[config.mk]
export PLATFORM = sky130hd
export DESIGN_NAME = alu_cmd_master
export DESIGN_NICKNAME = d
export VERILOG_FILES = /design/src/rtl/alu_cmd_master.sv
export SDC_FILE = /design/constraint.sdc
export NUM_CORES = 1
export LEC_CHECK = 0
export ABC_CLOCK_PERIOD_IN_PS = 3300
export CAP_MARGIN = 20
export CORE_UTILIZATION = 28
export CTS_CLUSTER_DIAMETER = 40
export CTS_CLUSTER_SIZE = 20
export DETAILED_ROUTE_END_ITERATION = 6
export PLACE_DENSITY = 0.54
export SLEW_MARGIN = 0
export SYNTH_ARGS = -nofsm -noshare
export SYNTH_HDL_FRONTEND = slang
export SYNTH_SLANG_ARGS = --single-unit
[constraint.sdc]
create_clock -name i_clk -period 3.3 [get_ports i_clk]
set_input_delay 0.66 -clock i_clk [delete_from_list [all_inputs] [get_ports i_clk]]
set_output_delay 0.66 -clock i_clk [all_outputs]
set_load 0.05 [all_outputs]
[src/rtl/alu_cmd_master.sv]
// alu_cmd_master: host-side initiator of the UART ALU command protocol.
// It captures operands and an opcode on i_start, then sends the bytes
// 01 A 02 B 03 op 00 one at a time, handshaking each byte with i_tx_done.
// After the last byte it waits for the result byte from the receiver.
// Optional feature: define ALU_CMD_MASTER_TIMEOUT_EN to compile in a response
// watchdog. With the watchdog, the wait for the result gives up after
// TIMEOUT_CYCLES clock cycles.
module alu_cmd_master #(
    parameter int NB_DATA        = 8,
    parameter int NB_ALU_OP      = 6,
    parameter int NB_TIMEOUT     = 16,
    parameter int TIMEOUT_CYCLES = 50000
) (
    input  logic                 i_clk,
    input  logic                 i_reset,
    input  logic                 i_start,
    input  logic [NB_DATA-1:0]   i_A,
    input  logic [NB_DATA-1:0]   i_B,
    input  logic [NB_ALU_OP-1:0] i_op,
    output logic                 o_tx_start,
    output logic [NB_DATA-1:0]   o_tx_data,
    input  logic                 i_tx_done,
    input  logic [NB_DATA-1:0]   i_rx_data,
    input  logic                 i_rx_done,
    output logic                 o_busy,
    output logic [NB_DATA-1:0]   o_result,
    output logic                 o_done,
    output logic                 o_timeout
);

    localparam logic [1:0] IDLE    = 2'd0;
    localparam logic [1:0] SEND    = 2'd1;
    localparam logic [1:0] TX_WAIT = 2'd2;
    localparam logic [1:0] RX_WAIT = 2'd3;

    localparam logic [2:0] LAST_IDX = 3'd6;

    // Reject parameter sets where the opcode cannot be zero-extended into a byte
    // or the watchdog terminal count does not fit the counter.
    if (NB_DATA < NB_ALU_OP || TIMEOUT_CYCLES < 2 ||
        TIMEOUT_CYCLES > (64'd1 << NB_TIMEOUT)) begin : g_bad_params
        $error("alu_cmd_master: inconsistent parameters");
    end

    logic [1:0]           state_q, state_d;
    logic [2:0]           idx_q, idx_d;
    logic [NB_DATA-1:0]   a_q, a_d;
    logic [NB_DATA-1:0]   b_q, b_d;
    logic [NB_ALU_OP-1:0] op_q, op_d;
    logic                 tx_start_q, tx_start_d;
    logic [NB_DATA-1:0]   tx_data_q, tx_data_d;
    logic [NB_DATA-1:0]   result_q, result_d;
    logic                 done_q, done_d;
    logic                 timeout_q, timeout_d;
    logic [NB_DATA-1:0]   cur_byte;

`ifdef ALU_CMD_MASTER_TIMEOUT_EN
    localparam logic [NB_TIMEOUT-1:0] TERM_COUNT = NB_TIMEOUT'(TIMEOUT_CYCLES - 1);
    logic [NB_TIMEOUT-1:0] cnt_q, cnt_d;
`endif

    // Select the protocol byte for the current index from the captured operands.
    always_comb begin
        cur_byte = '0;
        case (idx_q)
            3'd0:    cur_byte = NB_DATA'(8'h01);
            3'd1:    cur_byte = a_q;
            3'd2:    cur_byte = NB_DATA'(8'h02);
            3'd3:    cur_byte = b_q;
            3'd4:    cur_byte = NB_DATA'(8'h03);
            3'd5:    cur_byte = NB_DATA'(op_q);
            3'd6:    cur_byte = NB_DATA'(8'h00);
            default: cur_byte = '0;
        endcase
    end

    // Next-state logic: the transaction sequencer plus the registered output pulses.
    always_comb begin
        state_d    = state_q;
        idx_d      = idx_q;
        a_d        = a_q;
        b_d        = b_q;
        op_d       = op_q;
        tx_start_d = 1'b0;
        tx_data_d  = tx_data_q;
        result_d   = result_q;
        done_d     = 1'b0;
        timeout_d  = 1'b0;
`ifdef ALU_CMD_MASTER_TIMEOUT_EN
        cnt_d      = cnt_q;
`endif
        case (state_q)
            IDLE: begin
                if (i_start) begin
                    a_d     = i_A;
                    b_d     = i_B;
                    op_d    = i_op;
                    idx_d   = 3'd0;
                    state_d = SEND;
                end
            end
            SEND: begin
                tx_start_d = 1'b1;
                tx_data_d  = cur_byte;
                state_d    = TX_WAIT;
            end
            TX_WAIT: begin
                if (i_tx_done) begin
                    if (idx_q == LAST_IDX) begin
                        state_d = RX_WAIT;
`ifdef ALU_CMD_MASTER_TIMEOUT_EN
                        cnt_d   = '0;
`endif
                    end else begin
                        idx_d   = idx_q + 3'd1;
                        state_d = SEND;
                    end
                end
            end
            RX_WAIT: begin
                if (i_rx_done) begin
                    result_d = i_rx_data;
                    done_d   = 1'b1;
                    state_d  = IDLE;
                end
`ifdef ALU_CMD_MASTER_TIMEOUT_EN
                else if (cnt_q == TERM_COUNT) begin
                    timeout_d = 1'b1;
                    state_d   = IDLE;
                end else begin
                    cnt_d = cnt_q + 1'b1;
                end
`endif
            end
            default: state_d = IDLE;
        endcase
    end

    // State and output registers; reset aborts any transaction immediately.
    always_ff @(posedge i_clk or posedge i_reset) begin
        if (i_reset) begin
            state_q    <= IDLE;
            idx_q      <= '0;
            a_q        <= '0;
            b_q        <= '0;
            op_q       <= '0;
            tx_start_q <= 1'b0;
            tx_data_q  <= '0;
            result_q   <= '0;
            done_q     <= 1'b0;
            timeout_q  <= 1'b0;
`ifdef ALU_CMD_MASTER_TIMEOUT_EN
            cnt_q      <= '0;
`endif
        end else begin
            state_q    <= state_d;
            idx_q      <= idx_d;
            a_q        <= a_d;
            b_q        <= b_d;
            op_q       <= op_d;
            tx_start_q <= tx_start_d;
            tx_data_q  <= tx_data_d;
            result_q   <= result_d;
            done_q     <= done_d;
            timeout_q  <= timeout_d;
`ifdef ALU_CMD_MASTER_TIMEOUT_EN
            cnt_q      <= cnt_d;
`endif
        end
    end

    assign o_tx_start = tx_start_q;
    assign o_tx_data  = tx_data_q;
    assign o_result   = result_q;
    assign o_done     = done_q;
    assign o_timeout  = timeout_q;
    assign o_busy     = (state_q != IDLE);

endmodule

# Yosys cells after proc, flatten, opt, wreduce, memory -nomap -nowiden
# Index checks and enable logic that the tools add are counted.
# classes
add_sub_neg	1
eq_ne	13
mux	13
reduce_logical	8
# ops
operator	count
8-bit case mux with 6 select lines	1
3-bit equality test, second input constant	3
3-bit 2-to-1 mux	3
2-bit 2-to-1 mux	4
2-bit != test, second input constant	4
2-bit case mux with 4 select lines	1
3-bit by 2-bit equality test with 1-bit output, second input constant	2
3-bit case mux with 2 select lines	1
2-bit equality test, second input constant	2
2-bit AND reduction	2
4-bit AND reduction	1
2-bit nonzero test	2
3-bit by 1-bit adder with 3-bit output, second input constant	1
3-bit by 1-bit equality test with 1-bit output, second input constant	1
3-bit zero test	1
1-bit 2-to-1 mux	3
3-bit AND reduction	1
2-bit by 1-bit equality test with 1-bit output, second input constant	1
2-bit zero test	1
# totals
ff_bits	45
inputBits	35
out_inout_bits	20
elab_cells	44

# Logic depth before layout (Yosys ltp)
# Gate-level depths: netlist (run 1).
# depth
ltp_word	4
depth_mapped	7
mapped_depth_nobuf	5

# Least setup slack after synthesis (run 1)
# OpenSTA, ideal clock, no wires.
# synth_timing
path_type	register to register
from	register idx_q[2]
to	register tx_data_q[6], in the netlist o_tx_data[6]
setup_time_ns	0.074
arrival_time_ns	1.475
required_time_ns	3.226
slack_ns	1.751
path_stages_with_launch	7
path_buffers	1
synth_period_minus_slack_ns	1.549
cell_sequence	dfrtp_1 -> buf_2 -> inv_1 -> ha_1 -> a21boi_0 -> a221oi_1 -> nor2_1
# synth_via
elab_chain_len	2
elab_cells_between_ends	7
cone_classes	eq/ne: 5; mux: 1; reduce/logical: 1
# synth_rtl
item	line_no	source
start: declaration	46	logic [2:0] idx_q, idx_d;
start signal: assignment	157	idx_q <= idx_d;
3-bit equality test, or another cell as far along	65	case (idx_q)
8-bit case mux with 6 select lines *	65	
end signal: assignment	162	tx_data_q <= tx_data_d;
end: declaration	51	logic [NB_DATA-1:0] tx_data_q, tx_data_d;
# Mark *: on every way between the ends. The rest lies on a longest branch, timed or not.
# A chain may end at the register's enable or synchronous reset.

# Final worst setup path (run 1)
# layout_timing
from	register state_q[0]
to	output port o_busy
# layout_via
elab_chain_len	1
# layout_rtl
item	line_no	source
start: declaration	45	logic [1:0] state_q, state_d;
start signal: assignment	156	state_q <= state_d;
2-bit nonzero test	177	assign o_busy = (state_q != IDLE);
end: declaration	25	output logic o_busy,
# No other way between the ends.

==> flow_metrics.env, run 1 <==
export IMPL_syn_num_nets=201
export IMPL_r2r_cells=5
export IMPL_antenna_diode_count=0
export IMPL_overflow=0
export IMPL_drc_errors=0
export IMPL_p_int_w=0.001681
export IMPL_drive_gt1_share_pct=21.40
export IMPL_fin_area_sq_mm=0.002843
export IMPL_dp_cells=305
export IMPL_fp_dieH_um=89.47
export IMPL_grt_total_usage_pct=11.34
export IMPL_slew_headroom_pct=50.16
export IMPL_via_per_inst=4.376
export IMPL_crit_family="buffers and inverters"
export IMPL_synth_ff_type="dfrtp_1"
export IMPL_clockPowerShare_pct=15.5
export IMPL_clockBufferDepth=2
export IMPL_routabilityCongestion=0.6908
export IMPL_path_buf_inv=1
export IMPL_first_iter_violations=63
export IMPL_wl_per_cell_um=13.39
export IMPL_grt_pass1_vias=1406
export IMPL_syn_inst=161
export IMPL_cts_inserted_buffers=5
export IMPL_grt_max_degree=46
export IMPL_row_count=31
export IMPL_crit_path_max_fanout=13
export IMPL_synth_cell_types=39
export IMPL_initial_core_util_pct=29.22
export IMPL_reg2reg_from="idx_q[2]$_DFFE_PP0P_"
export IMPL_path_cells="or2_4 -> clkdlybuf4s50_1"
export IMPL_r2r_end="o_tx_data[6]$_DFFE_PP0P_"
export IMPL_clock_fmax_mhz=387.9
export IMPL_ant_nets=0
export IMPL_setup_tns_ns=0
export IMPL_leakage_nw=1.226
export IMPL_firstDrtPassIters=4
export IMPL_fin_skew_ns=0.007282
export IMPL_finalNetCount=254
export IMPL_postCtsHoldBufs=0
export IMPL_synth_area_sq_mm=0.002142
export IMPL_hold_class="flip-flop to flip-flop"
export IMPL_p_seq_share_pct=36.9
export IMPL_root_buffer="clkbuf_8"
export IMPL_grt_pass1_wl_um=6803
export IMPL_area_delta_synth_final_pct=32.71
export IMPL_cts_tree="done"
export IMPL_worstHoldStart="o_result[6]$_DFFE_PP0P_"
export IMPL_min_to="o_result[6]$_DFFE_PP0P_"
export IMPL_crit_type="flip-flop to output port"
export IMPL_synth_edf_count=0
export IMPL_rsz0062_at_grt="no"
export IMPL_insertion_delay_ns=0.29
export IMPL_hold_viol=0
export IMPL_end_kind="output port"
export IMPL_p_sw_share_pct=39.01
export IMPL_start_kind="flip-flop"
export IMPL_period_share_pct=78.12
export IMPL_yosysSeqAreaShare_pct=52.57
export IMPL_tightestPinTransition_ns=0.7410
export IMPL_holdWs_ns=0.5124
export IMPL_crit_required_ns=2.64
export IMPL_combPwrFrac_pct=47.6
export IMPL_drv_slew=0
export IMPL_core_sq_mm=0.007331
export IMPL_place_ws_ns=1.040
export IMPL_synth_most_common_cell="dfrtp_1"
export IMPL_crit_path_max_incr_delay_ns=0.81
export IMPL_dieWidth_um=89.47
export IMPL_p_switching_w=0.001075
export IMPL_p_per_area_mw_per_mm2=969.6
export IMPL_postCtsSetupBuffers=0
export IMPL_antenna_found_initial=0
export IMPL_synth_area_leaders="dfrtp_1 (53%), mux2_4 (14%), mux2_2 (5.8%)"
export IMPL_ys_ff_latch=45
export IMPL_synth_top_area_cell="dfrtp_1"
export IMPL_die_area_sq_mm=0.008004
export IMPL_worst_slack_ns=0.7221
export IMPL_post_cts_resized=0
export IMPL_clk_pin_slew_ns=0.09
export IMPL_worst_path_max_delay_cell="clkdlybuf4s50_1"
export IMPL_finalCriticalPeriod_ns=2.578
export IMPL_cts_sinks=45
export IMPL_place_area_sq_mm=0.002706
export IMPL_maxCapViolCount=0
export IMPL_yosys_warnings=0
export IMPL_synth_async_reset_ratio_pct=100.0
export IMPL_vdd_ir_drop_max_mv=0.4374
export IMPL_min_path_cells=1
export IMPL_setup_violations=0
export IMPL_status="finished, final reports clean"
export IMPL_synthTopCellsByCount="dfrtp_1 (45), mux2_4 (20), nand2_1 (14), mux2_2 (11), inv_1 (8)"
export IMPL_io_pins=55
export IMPL_wirelength_um=4205
export IMPL_rrSetupSlack_ns=1.37
export IMPL_final_cell_count_no_fill=314
export IMPL_crit_arrival_ns=1.92
export IMPL_avgSynthCellArea_sq_um=13.30
export IMPL_via_count=1374
export IMPL_hpwl_um=2939
export IMPL_htree_num_levels=2
export IMPL_io_buffers=53
export IMPL_synth_top_area_share_pct=52.57
==> worst reg2reg max path, cell delays in order (launching register included) <==
cell and delay, ns:
dfrtp_1 0.61, inv_1 0.13, ha_1 0.20, a21boi_0 0.62, a221oi_1 0.19, nor2_1 0.13
==> power by group through the flow <==
| stage | clock (W) | sequential (W) | combinational (W) |
|---|---|---|---|
| 6_report | 0.000428 | 0.00102 | 0.00131 |
| 5_1_grt | 0.000468 | 0.00106 | 0.00141 |
| 4_1_cts | 0.000447 | 0.00102 | 0.00133 |
| 3_5_place_dp | 0 | 0.00103 | 0.00132 |
| 3_3_place_gp | 0 | 0.00103 | 0.00131 |
| 2_1_floorplan | 0 | 0.00127 | 0.000769 |
==> worst max path at each step <==
| stage | start | endpoint | cells past startpoint |
|---|---|---|---|
| 2_1_floorplan | i_reset | a_q[0]$_DFFE_PP0P_ | 1 |
| 3_3_place_gp | state_q[0]$_DFFE_PP0P_ | o_busy | 2 |
| 3_5_place_dp | i_start | op_q[4]$_DFFE_PP0P_ | 4 |
| 4_1_cts | state_q[0]$_DFFE_PP0P_ | o_busy | 2 |
| 5_1_grt | state_q[0]$_DFFE_PP0P_ | o_busy | 2 |
| 6_report | state_q[0]$_DFFE_PP0P_ | o_busy | 2 |
==> cell families after synthesis <==
logic type,Yosys count,synth area share [%]
and+or+nand+nor,35,8.763
adders and majority gates,5,2.921
AOI/OAI and AO/OA,22,7.595
buffers and inverters,17,5.841
DFF,45,52.57
other,1,0.1751
muxes,36,22.14
==> per-layer routing <==
metal  track usage [%]  up-vias  wire, um  share of wire, %
li1                  -      664         -                 -
met1             14.43      667      1972                47
met2             17.90       41      1877                45
met3             4.617        2       328               7.8
met4             3.030        0        26              0.62
met5                 0        -         0                 0
==> cell usage in the layout (no fill, tap or decap), types with 2 or more instances in the layout <==
cell,instances
nand2_1,14
dfrtp_1,45
clkbuf_8,6
ha_1,5
o221ai_1,3
mux2_2,11
o21ai_0,3
clkdlybuf4s50_1,53
inv_1,7
o311ai_1,2
mux2_4,20
o211ai_1,5
mux2i_1,5
nand3_1,5
a221oi_1,2
nor2_1,5
==> cell type report <==
class | instances | area, sq um
Clock buffer | 7 | 86.33
Inverter | 9 | 35.03
Tap cell | 99 | 123.9
Fill cell | 718 | 4488
Timing Repair Buffer | 54 | 550.5
Sequential cell | 45 | 1126
Clock inverter | 1 | 30.03
Multi-Input combinational cell | 99 | 890.9
==> sequential cells by signal, indices dropped and copies added (netlist names) <==
| register | flops |
|---|---|
| idx_q | 3 |
| o_tx_start | 1 |
| a_q | 8 |
| op_q | 6 |
| state_q | 2 |
| o_result | 8 |
| o_tx_data | 8 |
| o_done | 1 |
| b_q | 8 |
==> per-stage QoR <==
step           power, W  util, %
2_1_floorplan  0.002037        -
3_3_place_gp   0.002338    36.92
3_5_place_dp   0.002353    36.92
4_1_cts        0.002797    38.50
5_1_grt        0.002936    38.78
6_report       0.002756    38.78
No activity file was read; power rests on OpenSTA's default activity.
==> run 2: changes to the inputs <==
Settings changed: ABC_CLOCK_PERIOD_IN_PS 3300 to 2300, PLACE_DENSITY 0.54 to 0.56.
Clock period 3.3 ns to 2.3 ns, I/O delays scaled along.
==> run 2 against run 1 <==
Effect of this change: count of clock-buffer cells in the layout shrank 2; global-route usage grew 0.55 points; clock power increased by 21%; largest power group unchanged; setup slack lost 0.39 ns; combinational power is 50% higher; clock skew up 0.0062 ns; routed wire length up 1.9%; worst hold slack got worse by 0.0034 ns; largest cell class unchanged; cell count rose by 0.96%; core utilization about the same; via count rose by 2.7%; first-iteration DRC count fell by 3.2%.
==> flow_metrics.env, run 2 (synthesis gave the netlist of run 1 again) <==
export IMPL_grt_pass1_wl_um=7113
export IMPL_tightestPinTransition_ns=0.7413
export IMPL_fillerInstances=703
export IMPL_io_pins=55
export IMPL_fp_dieH_um=89.47
export IMPL_start_kind="flip-flop"
export IMPL_core_sq_mm=0.007331
export IMPL_fin_skew_ns=0.01347
export IMPL_die_area_sq_mm=0.008004
export IMPL_crit_cells=1
export IMPL_initial_core_util_pct=29.22
export IMPL_drv_slew=0
export IMPL_cts_inserted_buffers=5
export IMPL_final_cell_mix="clkdlybuf4s50_1 (52), dfrtp_1 (45), mux2_4 (20), nand2_1 (14), mux2_2 (11)"
export IMPL_firstDrtPassIters=4
export IMPL_crit_required_ns=1.84
export IMPL_path_cells="clkdlybuf4s50_1"
export IMPL_clk_pin_slew_ns=0.10
export IMPL_first_iter_violations=61
export IMPL_antenna_found_initial=0
export IMPL_antenna_diode_count=0
export IMPL_io_buffers=53
export IMPL_met1_usage_pct=16.05
export IMPL_grt_busiest_layer="met2"
export IMPL_maxCapViolCount=0
export IMPL_register_area_sq_mm=0.001126
export IMPL_mostFrequentLayoutCell="clkdlybuf4s50_1"
export IMPL_insertion_delay_ns=0.31
export IMPL_clockBufferDepth=2
export IMPL_via_count=1411
export IMPL_drive_gt1_share_pct=23.39
export IMPL_area_delta_synth_final_pct=32.59
export IMPL_wirelength_um=4284
export IMPL_cp_endpoint="o_tx_data[4]"
export IMPL_drc_errors=0
export IMPL_root_buffer="clkbuf_8"
export IMPL_setup_violations=0
export IMPL_r2r_end="o_tx_data[7]$_DFFE_PP0P_"
export IMPL_place_area_sq_mm=0.002746
export IMPL_r2r_cells=5
export IMPL_grt_pass1_vias=1448
export IMPL_crit_path_max_fanout=2
export IMPL_hold_class="flip-flop to flip-flop"
export IMPL_postCtsHoldBufs=0
export IMPL_grt_total_usage_pct=11.89
export IMPL_routabilityCongestion=0.7136
export IMPL_totalPowerFinal_w=0.003914
export IMPL_worstHoldStart="o_result[4]$_DFFE_PP0P_"
export IMPL_ant_nets=0
export IMPL_post_cts_resized=0
export IMPL_holdWs_ns=0.5090
export IMPL_p_per_area_mw_per_mm2=1378
export IMPL_wl_per_cell_um=13.51
export IMPL_reg2reg_from="idx_q[1]$_DFFE_PP0P_"
export IMPL_use_met3_pct=4.617
export IMPL_via_per_inst=4.451
export IMPL_multiInputGateArea_sq_um=890.9
export IMPL_period_share_pct=85.77
export IMPL_path_buf_inv=1
export IMPL_grt_use_met2_pct=17.49
export IMPL_status="finished, final reports clean"
export IMPL_finalNetCount=257
export IMPL_rsz0062_at_grt="no"
export IMPL_end_kind="output port"
export IMPL_cts_tree="done"
export IMPL_crit_type="flip-flop to output port"
export IMPL_row_count=31
export IMPL_clock_fmax_mhz=506.9
export IMPL_finalCriticalPeriod_ns=1.973
export IMPL_grt_max_degree=46
export IMPL_fin_area_sq_mm=0.002840
export IMPL_crit_arrival_ns=1.51
export IMPL_cts_sinks=45
export IMPL_final_core_util_pct=38.74
export IMPL_hold_viol=0
export IMPL_worst_path_max_delay_cell="clkdlybuf4s50_1"
export IMPL_leakage_nw=1.227
export IMPL_crit_path_max_incr_delay_ns=0.81
export IMPL_rrSetupSlack_ns=0.49
export IMPL_overflow=0
export IMPL_crit_start="o_tx_data[4]$_DFFE_PP0P_"
export IMPL_setup_tns_ns=0
export IMPL_slew_headroom_pct=50.13
export IMPL_crit_family="buffers and inverters"
export IMPL_hpwl_um=2977
export IMPL_dieWidth_um=89.47
export IMPL_postCtsSetupBuffers=0
export IMPL_vdd_ir_drop_max_mv=0.6482
export IMPL_htree_num_levels=2
## run 2: final cells by class
type,count,share of cell area [%]
multi-input cells,99,31.37
clock buffers,5,2.423
well taps,99,4.361
repair buffers,57,20.09
inverters,9,1.233
flip-flops and latches,45,39.65
clock inverters,3,0.8811
## run 2: how the worst min path moves through the flow
stage | slack, ns | depth (start not counted) | to
finish | 0.51 | 1 | o_result[4]$_DFFE_PP0P_
global placement | 0.49 | 1 | o_result[1]$_DFFE_PP0P_
global route | 0.52 | 1 | o_result[4]$_DFFE_PP0P_
floorplan | 0.47 | 1 | a_q[0]$_DFFE_PP0P_
detailed placement | 0.49 | 1 | b_q[4]$_DFFE_PP0P_
CTS | 0.51 | 1 | o_result[1]$_DFFE_PP0P_
## run 2: metal layers
metal,routed length [um],share of wire [%],vias to the layer above
met3,314,7.3,8
met4,59,1.4,0
met1,2076,48,681
li1,-,-,680
met2,1833,43,42
met5,0,0,-
## run 2: where the power goes
group / switching, W / leakage, nW / internal [W]
clock: 0.000296 / 0.0452 / 0.000222
sequential: 0.000265 / 0.545 / 0.00117
combinational: 0.00104 / 0.637 / 0.000924
## run 2: stage by stage
stage          std cells  worst slack, ns
2_1_floorplan        161           0.7512
3_3_place_gp         309           0.4167
3_5_place_dp         309           0.4129
4_1_cts              317           0.3124
5_1_grt              317           0.2378
6_report             317           0.3274
